===== src/rtl/dfz_window_pkg.sv =====
// Shared sizing constants and index helpers for the line-window generator.
package dfz_window_pkg;

    localparam int KER_SIZE_DEF    = 3;
    localparam int BITWIDTH_DEF    = 8;
    localparam int STRIDE_DEF      = 8;
    localparam int NFMAPS_DEF      = 3;
    localparam int INPUT_X_DIM_DEF = 28;
    localparam int AW_DEF          = 5;

    localparam int PIX_W = NFMAPS_DEF * BITWIDTH_DEF;
    localparam int COL_W = KER_SIZE_DEF * PIX_W;

    // Physical SRAM row holding age slot k when row w is being written.
    // w+1+k never reaches 2*(ker+1), so one conditional subtract is a full modulo.
    function automatic int row_rotate(input int w, input int k, input int ker);
        int idx;
        idx = w + 1 + k;
        if (idx >= ker + 1) begin
            idx = idx - (ker + 1);
        end
        return idx;
    endfunction

    function automatic int windows_per_row(input int x_dim, input int ker, input int stride);
        return (x_dim - ker) / stride + 1;
    endfunction

endpackage


===== src/rtl/window_shift_reg.sv =====
// KER_SIZE x KER_SIZE pixel window that shifts left by one column per accepted column.
module window_shift_reg
    import dfz_window_pkg::*;
#(
    parameter int KER_SIZE = KER_SIZE_DEF,
    parameter int PIX_W    = dfz_window_pkg::PIX_W,
    parameter int COL_W    = dfz_window_pkg::COL_W
) (
    input  logic                      clk,
    input  logic                      rstn,
    input  logic                      clr_i,
    input  logic                      shift_i,
    input  logic [COL_W-1:0]          col_i,
    output logic [KER_SIZE*COL_W-1:0] win_next_o
);

    localparam int WIN_W = KER_SIZE * COL_W;

    logic [WIN_W-1:0] win_q;
    logic [WIN_W-1:0] win_d;

    // Layout is [row][col][pixel]; row r of the incoming column lands in col KER_SIZE-1.
    always_comb begin
        win_d = win_q;
        if (shift_i) begin
            for (int r = 0; r < KER_SIZE; r++) begin
                for (int c = 0; c < KER_SIZE; c++) begin
                    if (c < KER_SIZE - 1) begin
                        win_d[(r*KER_SIZE+c)*PIX_W +: PIX_W] = win_q[(r*KER_SIZE+c+1)*PIX_W +: PIX_W];
                    end else begin
                        win_d[(r*KER_SIZE+c)*PIX_W +: PIX_W] = col_i[r*PIX_W +: PIX_W];
                    end
                end
            end
        end
    end

    always_ff @(posedge clk or negedge rstn) begin
        if (!rstn) begin
            win_q <= '0;
        end else if (clr_i) begin
            win_q <= '0;
        end else begin
            win_q <= win_d;
        end
    end

    assign win_next_o = win_d;

endmodule


===== src/rtl/line_window_gen.sv =====
// Sliding-window generator: rotates line-buffer rows into age order and emits one window per STRIDE columns.
module line_window_gen
    import dfz_window_pkg::*;
#(
    parameter int KER_SIZE    = KER_SIZE_DEF,
    parameter int BITWIDTH    = BITWIDTH_DEF,
    parameter int STRIDE      = STRIDE_DEF,
    parameter int NFMAPS      = NFMAPS_DEF,
    parameter int INPUT_X_DIM = INPUT_X_DIM_DEF,
    parameter int AW          = AW_DEF
) (
    input  logic                                       clk,
    input  logic                                       rstn,
    input  logic                                       flush,
    input  logic                                       rd_valid,
    input  logic [AW-1:0]                              rd_addr,
    input  logic [KER_SIZE:0]                          write_en,
    input  logic [(KER_SIZE+1)*NFMAPS*BITWIDTH-1:0]    rd_data,
    output logic                                       win_valid,
    output logic [KER_SIZE*KER_SIZE*NFMAPS*BITWIDTH-1:0] win_data,
    output logic [AW-1:0]                              win_col,
    output logic                                       win_row_last
);

    localparam int PIX_BITS = NFMAPS * BITWIDTH;
    localparam int COL_BITS = KER_SIZE * PIX_BITS;
    localparam int WIN_BITS = KER_SIZE * COL_BITS;
    localparam int WB       = $clog2(KER_SIZE + 1);
    localparam int SB       = $clog2(STRIDE + 1);
    localparam int WPR      = windows_per_row(INPUT_X_DIM, KER_SIZE, STRIDE);

    localparam logic [AW-1:0] LAST_COL   = AW'((WPR - 1) * STRIDE);
    localparam logic [AW-1:0] COL_OFS    = AW'(KER_SIZE - 1);
    localparam logic [WB-1:0] FILL_FULL  = WB'(KER_SIZE);
    localparam logic [SB-1:0] STRIDE_MAX = SB'(STRIDE - 1);

    // rd_valid qualifies rd_addr/write_en in the same cycle and rd_data one cycle later;
    // win_valid is a one-cycle pulse with no ready, so the consumer must always accept it.
    logic                rd_valid_q;
    logic [AW-1:0]       rd_addr_q;
    logic [WB-1:0]       w_q, w_d;
    logic [WB-1:0]       fill_q, fill_d, fill_base;
    logic [SB-1:0]       stride_q, stride_d;
    logic                accept, emit;
    logic [COL_BITS-1:0] col_new;
    logic [WIN_BITS-1:0] win_next;
    logic [AW-1:0]       col_start;

    logic                win_valid_q;
    logic [WIN_BITS-1:0] win_data_q;
    logic [AW-1:0]       win_col_q;
    logic                win_row_last_q;

    always_comb begin
        w_d = '0;
        for (int r = 0; r <= KER_SIZE; r++) begin
            if (write_en[r]) begin
                w_d = WB'(r);
            end
        end
    end

    always_ff @(posedge clk or negedge rstn) begin
        if (!rstn) begin
            rd_valid_q <= 1'b0;
            rd_addr_q  <= '0;
            w_q        <= '0;
        end else begin
            rd_valid_q <= rd_valid && !flush;
            rd_addr_q  <= rd_addr;
            w_q        <= w_d;
        end
    end

    // Age-order mux: slot 0 is the oldest row, the write row's slice is never selected.
    always_comb begin
        col_new = '0;
        for (int k = 0; k < KER_SIZE; k++) begin
            for (int r = 0; r <= KER_SIZE; r++) begin
                if (r == row_rotate(int'(w_q), k, KER_SIZE)) begin
                    col_new[k*PIX_BITS +: PIX_BITS] = rd_data[r*PIX_BITS +: PIX_BITS];
                end
            end
        end
    end

    assign accept    = rd_valid_q && !flush;
    assign fill_base = (rd_addr_q == '0) ? '0 : fill_q;
    assign fill_d    = (fill_base == FILL_FULL) ? FILL_FULL : fill_base + WB'(1);
    assign col_start = rd_addr_q - COL_OFS;

    always_comb begin
        stride_d = '0;
        if (fill_d == FILL_FULL && fill_base != FILL_FULL) begin
            stride_d = '0;
        end else if (fill_d == FILL_FULL) begin
            stride_d = (stride_q == STRIDE_MAX) ? '0 : stride_q + SB'(1);
        end
    end

    assign emit = accept && (fill_d == FILL_FULL) && (stride_d == '0);

    window_shift_reg #(
        .KER_SIZE (KER_SIZE),
        .PIX_W    (PIX_BITS),
        .COL_W    (COL_BITS)
    ) u_shift (
        .clk        (clk),
        .rstn       (rstn),
        .clr_i      (flush),
        .shift_i    (accept),
        .col_i      (col_new),
        .win_next_o (win_next)
    );

    always_ff @(posedge clk or negedge rstn) begin
        if (!rstn) begin
            fill_q         <= '0;
            stride_q       <= '0;
            win_valid_q    <= 1'b0;
            win_data_q     <= '0;
            win_col_q      <= '0;
            win_row_last_q <= 1'b0;
        end else begin
            if (flush) begin
                fill_q   <= '0;
                stride_q <= '0;
            end else if (accept) begin
                fill_q   <= fill_d;
                stride_q <= stride_d;
            end
            win_valid_q <= emit;
            // Emitted columns are multiples of STRIDE, so the last one is the only match.
            if (emit) begin
                win_data_q     <= win_next;
                win_col_q      <= col_start;
                win_row_last_q <= (col_start == LAST_COL);
            end
        end
    end

    assign win_valid    = win_valid_q;
    assign win_data     = win_data_q;
    assign win_col      = win_col_q;
    assign win_row_last = win_row_last_q;

endmodule


===== config.mk =====
export PLATFORM = sky130hd
export DESIGN_NAME = line_window_gen
export DESIGN_NICKNAME = d
export VERILOG_FILES = /design/src/rtl/dfz_window_pkg.sv /design/src/rtl/window_shift_reg.sv /design/src/rtl/line_window_gen.sv
export SDC_FILE = /design/constraint.sdc
export NUM_CORES = 1
export LEC_CHECK = 0
export ABC_CLOCK_PERIOD_IN_PS = 3000
export BUFFER_PORTS_ARGS = -buffer_cell sky130_fd_sc_hd__buf_2
export CAP_MARGIN = 0
export CORE_MARGIN = 4
export CORE_UTILIZATION = 30
export CTS_CLUSTER_SIZE = 28
export DETAILED_ROUTE_END_ITERATION = 8
export PLACE_DENSITY = 0.57
export SYNTH_ARGS = -nofsm -noshare
export SYNTH_HDL_FRONTEND = slang
export SYNTH_HIERARCHICAL = 1
export SYNTH_SLANG_ARGS = --single-unit

===== constraint.sdc =====
create_clock -name clk -period 3 [get_ports clk]
set_input_delay 0.6 -clock clk [delete_from_list [all_inputs] [get_ports clk]]
set_output_delay 0.6 -clock clk [all_outputs]
set_load 0.01 [all_outputs]

======== Yosys cells after proc, flatten, opt, wreduce, memory -nomap -nowiden ========
Cells that the tools add are included.
word-level totals
  register bits after elaboration ......... 453
  input bits .............................. 109
  output and inout port bits .............. 223
operators by class
  add/subtract/negate cells ............... 9
  order comparisons ....................... 3
  equal/unequal tests ..................... 14
  muxes and demuxes ....................... 29
  reductions and logical operators ........ 12
operators by type and width
  kind                     number
  $mux W216                2
  $mux W24                 12
  $eq A3 B32 Y1 const A    6
  $eq A2 B32 Y1 const A    3
  $logic_not A32 Y1        3
  $mux W32                 3
  $ge A32 B4 Y1 const B    2
  $sub A32 B4 Y32 const B  2
  $add A32 B2 Y32 const B  1
  $mux W4                  5
  $mux W2                  6
  $eq A5 B5 Y1 const B     1
  $logic_and A1 B1 Y1      5
  $logic_not A5 Y1         1
  $sub A4 B3 Y5 const B    1
  $sub A5 B2 Y5 const B    1
  $add A3 B2 Y4 const B    1
  $add A4 B1 Y4 const B    1
  $eq A2 B2 Y1 const B     2
  $eq A4 B3 Y1 const B     1
  $ge A4 B3 Y1 const B     1
  $logic_not A4 Y1         1
  $add A2 B1 Y3 const B    1
  $add A2 B1 Y2 const B    1
  other kinds (4)          4

======== Depth between registers and ports, before layout ========
  depth after elaboration ................. 11
  mapped depth ............................ 8

======== By module ========
The synthesis kept the hierarchy.
by module, submodules not included
  module            instances  cells each  area each (um^2)  seq. area each (um^2)
  line_window_gen   1          626         11464.7           5930.7
  window_shift_reg  1          696         10028.4           5405.2

======== Worst setup path after synthesis ========
OpenSTA, ideal clock, no wires.
  kind .................................... reg-to-reg
  start ................................... reg w_q[0]
  end ..................................... reg win_data_q[214] (netlist: win_data[214])
  setup time .............................. 0.125 ns
  arrival time ............................ 2.123 ns
  data required time ...................... 2.875 ns
  setup slack ............................. 0.752 ns
  stages on the path, launching flop included .. 7
  path buffers ............................ 3
  clock period less this slack ............ 2.248 ns
  cells stage by stage .................... dfrtp_1 clkbuf_1 buf_2 buf_1 mux4_2 mux2_2 mux2_4
between the ends
  longest elaborated chain between the ends .. 10
ends and longest elaborated chain
  item                                           line                                        text
  from (decl)                                    line_window_gen.sv:41                       logic [WB-1:0] w_q, w_d;
  from (signal assigned)                         line_window_gen.sv:71                       w_q <= w_d;
  $add A2 B1 Y3 *                                dfz_window_pkg.sv:18                        idx = w + 1 + k;
  $add A3 B2 Y4 *                                dfz_window_pkg.sv:18
  $sub A4 B3 Y5 or $ge A4 B3 Y1 (tied branches)  dfz_window_pkg.sv:20, dfz_window_pkg.sv:19
  $mux W32 *                                     dfz_window_pkg.sv:19                        if (idx >= ker + 1) begin
  $logic_not A32 Y1                              line_window_gen.sv:80                       if (r == row_rotate(int'(w_q), k, KER_SIZE)) begin
  $mux W24 (3 in a row)                          line_window_gen.sv:80
  $mux W24 *                                     line_window_gen.sv:80
  named net col_new[70]                          line_window_gen.sv:45                       logic [COL_BITS-1:0] col_new;
  $mux W216 *                                    window_shift_reg.sv:25                      if (shift_i) begin
  named net win_next[214]                        line_window_gen.sv:46                       logic [WIN_BITS-1:0] win_next;
  to (signal assigned)                           line_window_gen.sv:135                      win_data_q <= win_next;
  to (decl)                                      line_window_gen.sv:50                       logic [WIN_BITS-1:0] win_data_q;
The timed path passes the listed nets; every way through them passes the cells marked *.
A chain may end at the register's enable or synchronous reset.

======== Worst setup path after layout ========
  start ................................... reg stride_q[0]
  end ..................................... reg win_data_q[42] (netlist: win_data[42])
between the ends
  longest elaborated chain between the ends .. 6
ends and longest elaborated chain
  item                                           line                    text
  from (decl)                                    line_window_gen.sv:43   logic [SB-1:0] stride_q, stride_d;
  from (signal assigned)                         line_window_gen.sv:130  stride_q <= stride_d;
  $add A4 B1 Y4 or $eq A4 B3 Y1 (tied branches)  line_window_gen.sv:97   stride_d = (stride_q == STRIDE_MAX) ? '0 : stride_q + SB'(1);
  $mux W4 *                                      line_window_gen.sv:97
  $mux W4 *                                      line_window_gen.sv:96   end else if (fill_d == FILL_FULL) begin
  $mux W4 *                                      line_window_gen.sv:94   if (fill_d == FILL_FULL && fill_base != FILL_FULL) begin
  $logic_not A4 Y1 *                             line_window_gen.sv:101  assign emit = accept && (fill_d == FILL_FULL) && (stride_d == '0);
  $logic_and A1 B1 Y1 *                          line_window_gen.sv:101
Every way passes the cells marked *; elsewhere a longest branch is shown, timed or not.

==> results.sh <==
export IMPL_r2r_cells=7
export IMPL_via_per_inst=4.547
export IMPL_area_growth_pct=20.08
export IMPL_chipHeight_um=275.7
export IMPL_grt_setup_unrepaired="false"
export IMPL_die_w_um=275.7
export IMPL_port_buffers=330
export IMPL_power_leakage_nw=12.79
export IMPL_cts_htree_levels=2
export IMPL_postSynth_asyncResetShare_pct=100.0
export IMPL_cts_buffer_depth=3
export IMPL_ys_seq_area_share_pct=52.74
export IMPL_grt_pass1_vias=12870
export IMPL_die_area_um2=75990
export IMPL_slew_headroom_pct=28.46
export IMPL_arrival_ns=3.05
export IMPL_criticalPathCategory="reg2reg"
export IMPL_dpl_cell_count=2536
export IMPL_clock_fmax_mhz=386.4
export IMPL_ctsResizeCount=0
export IMPL_antenna_left=0
export IMPL_grt_ovfl_total=0
export IMPL_p_per_area_nw_per_um2=533.1
export IMPL_ys_seq_elements=453
export IMPL_wirelength_um=57070
export IMPL_cp_max_fo=46
export IMPL_maxSlewViolCount=0
export IMPL_grt_total_usage_pct=14.81
export IMPL_instances_no_fill=2629
export IMPL_required_ns=3.46
export IMPL_final_util_pct=36.60
export IMPL_period_minus_slack_ns=2.588
export IMPL_tightest_slew_ns=1.073
export IMPL_post_cts_buffers=0
export IMPL_fin_crit_sh_pct=86.27
export IMPL_fin_skew_ns=0.02138
export IMPL_outcome="finished, final reports clean"
export IMPL_drc=0
export IMPL_via_count=11950
export IMPL_pin_count=332
export IMPL_avgSynthCellArea_um2=16.26
export IMPL_clk_pin_slew_worst_paths_ns=0.06
export IMPL_synthFlopType="dfrtp_1"
export IMPL_start_util_pct=30.48
export IMPL_drt_iter0_markers=562
export IMPL_grt_pass1_wl_um=85030
export IMPL_cap_violations=0
export IMPL_gp_congestion=0.7789
export IMPL_core_um2=70510
export IMPL_cts_sinks=453
export IMPL_hold_viol_final=0
export IMPL_reg2reg_slack_ns=0.41
export IMPL_rows=97
export IMPL_synth_nets=1433
export IMPL_final_common_cell="dfrtp_1"
export IMPL_finalNetCount=1761
export IMPL_worstHoldPathType="in2async"
export IMPL_fill_cells=6716
export IMPL_peakVddDrop_mv=0.3727
export IMPL_wl_per_cell_um=21.71
export IMPL_crit_path_end_kind="flop"
export IMPL_syn_cell_area_um2=21490
export IMPL_post_dp_hpwl_um=40060
export IMPL_grt_max_degree=155
export IMPL_synth_edf_count=0
export IMPL_setup_viol_count_final=0
export IMPL_syn_inst=1322
export IMPL_clk_insertion_delay_late_ns=0.59
export IMPL_postPlaceCellArea_um2=24130
export IMPL_cts_root_buf="clkbuf_16"
export IMPL_cts_hold_fix_buffers=0
export IMPL_numCtsBuffers=52
export IMPL_tns_ns=0
export IMPL_finish_instance_area_um2=25810
export IMPL_yosysWarningCount=6
export IMPL_antenna_found_initial=8
export IMPL_cts_tree="done"
export IMPL_layout_common_cells="451 x dfrtp_1, 337 x mux2_4, 328 x buf_2"
export IMPL_drive_above_1_share_pct=56.73
export IMPL_worstSetupStartpointType="flop"
export IMPL_synth_cell_type_count=33
export IMPL_drt_first_pass_iters=4
[where the power goes]
group	total, W	switching (W)	leakage (nW)	internal [W]
Sequential	0.00631	0.0000826	6.27	0.00623
Clock	0.00624	0.00251	0.828	0.00373
Combinational	0.00121	0.000656	5.69	0.000550
Total	0.0138	0.00325	12.8	0.0105
[stage by stage]
| stage | hold slack (ns) | setup slack, ns | total power [W] |
|---|---|---|---|
| after floorplan | 0.3044 | 0.7517 | 0.007052 |
| after global placement | 0.4877 | 0.3822 | 0.007645 |
| after detailed placement | 0.4857 | 0.3873 | 0.007659 |
| after CTS | 0.001116 | 0.3750 | 0.01404 |
| after global routing | 0.03407 | 0.2539 | 0.01435 |
| final | 0.01972 | 0.4118 | 0.01376 |
[cell usage after synthesis (all sizes together) (2+ instances only)]
cell	count	area (um^2)
dfrtp	453	11340
mux2	437	6186
nor2b	219	1370
mux4	72	1622
buf	63	559.3
clkbuf	27	101.4
inv	7	26.27
a21oi	5	25.02
nand2b	4	25.02
nor2	4	15.01
nand2	3	11.26
nand3	3	15.01
nand4	3	18.77
nor3	3	15.01
ha	2	25.02
mux2i	2	20.02
o21ai	2	10.01
o311a	2	20.02
xor2	2	17.52
[final cells by class]
cell class | count | area, um^2 | share of cell area [%]
Sequential cell | 453 | 11340 | 43.95
Multi-Input combinational cell | 772 | 9478 | 36.72
Timing Repair Buffer | 364 | 2101 | 8.139
Clock buffer | 77 | 1516 | 5.875
Tap cell | 940 | 1176 | 4.557
Clock inverter | 14 | 156.4 | 0.6060
Inverter | 7 | 33.78 | 0.1309
Antenna cell | 2 | 5.005 | 0.01939
[per-layer routing]
metal  up-vias  routed length [um]  track usage (%)  share of wire [%]
met2       328               26080            22.99                 46
li1       5313                   -                -                  -
met1      6232               25340            21.11                 44
met5         -                  33                0              0.058
met4         6                1081            3.328                1.9
met3        74                4530            3.538                7.9
[sequential cells by signal, summed over array words and instances (netlist names)]
register,count
u_shift/win_q,216
win_data,216
rd_addr_q,5
win_col,5
stride_q,4
fill_q,2
w_q,2
rd_valid_q,1
win_row_last,1
win_valid,1
[worst max-delay path: stages (launching register included)]
cell and delay, ns:
dfrtp_1 0.42, ha_1 0.28, xor2_1 0.17, o21ai_0 0.20
o211ai_2 0.25, inv_8 0.33, buf_12 0.33, mux2_2 0.38
[cells by family (layout without fill, tap and decap cells)]
| family | Yosys count | count (layout) | share of synthesized area, % |
|---|---|---|---|
| adder cells (fa/ha/maj) | 2 | 2 | 0.1164 |
| AO/OA/AOI/OAI | 13 | 13 | 0.4192 |
| XOR/XNOR | 3 | 3 | 0.1223 |
| AND/OR/NAND/NOR | 243 | 243 | 6.986 |
| other | 0 | 2 | 0 |
| flip-flops | 453 | 453 | 52.74 |
| buffers and inverters | 97 | 462 | 3.196 |
| multiplexers | 511 | 511 | 36.42 |
[final timing paths]
| check | startpoint | end |
|---|---|---|
| worst max-delay path | stride_q[0]$_DFFE_PN0P_ | win_data[42]$_DFFE_PN0P_ |
| worst min-delay path | rstn | u_shift/win_q[50]$_DFF_PN0_ |
| worst max register to register | stride_q[0]$_DFFE_PN0P_ | win_data[42]$_DFFE_PN0P_ |
| worst min register to register | win_col[0]$_DFFE_PN0P_ | win_col[0]$_DFFE_PN0P_ |
| max in group asynchronous | rstn | u_shift/win_q[65]$_DFF_PN0_ |
| min in group clk | rd_addr[4] | rd_addr_q[4]$_DFF_PN0_ |
No activity file was read; power rests on OpenSTA's default activity.
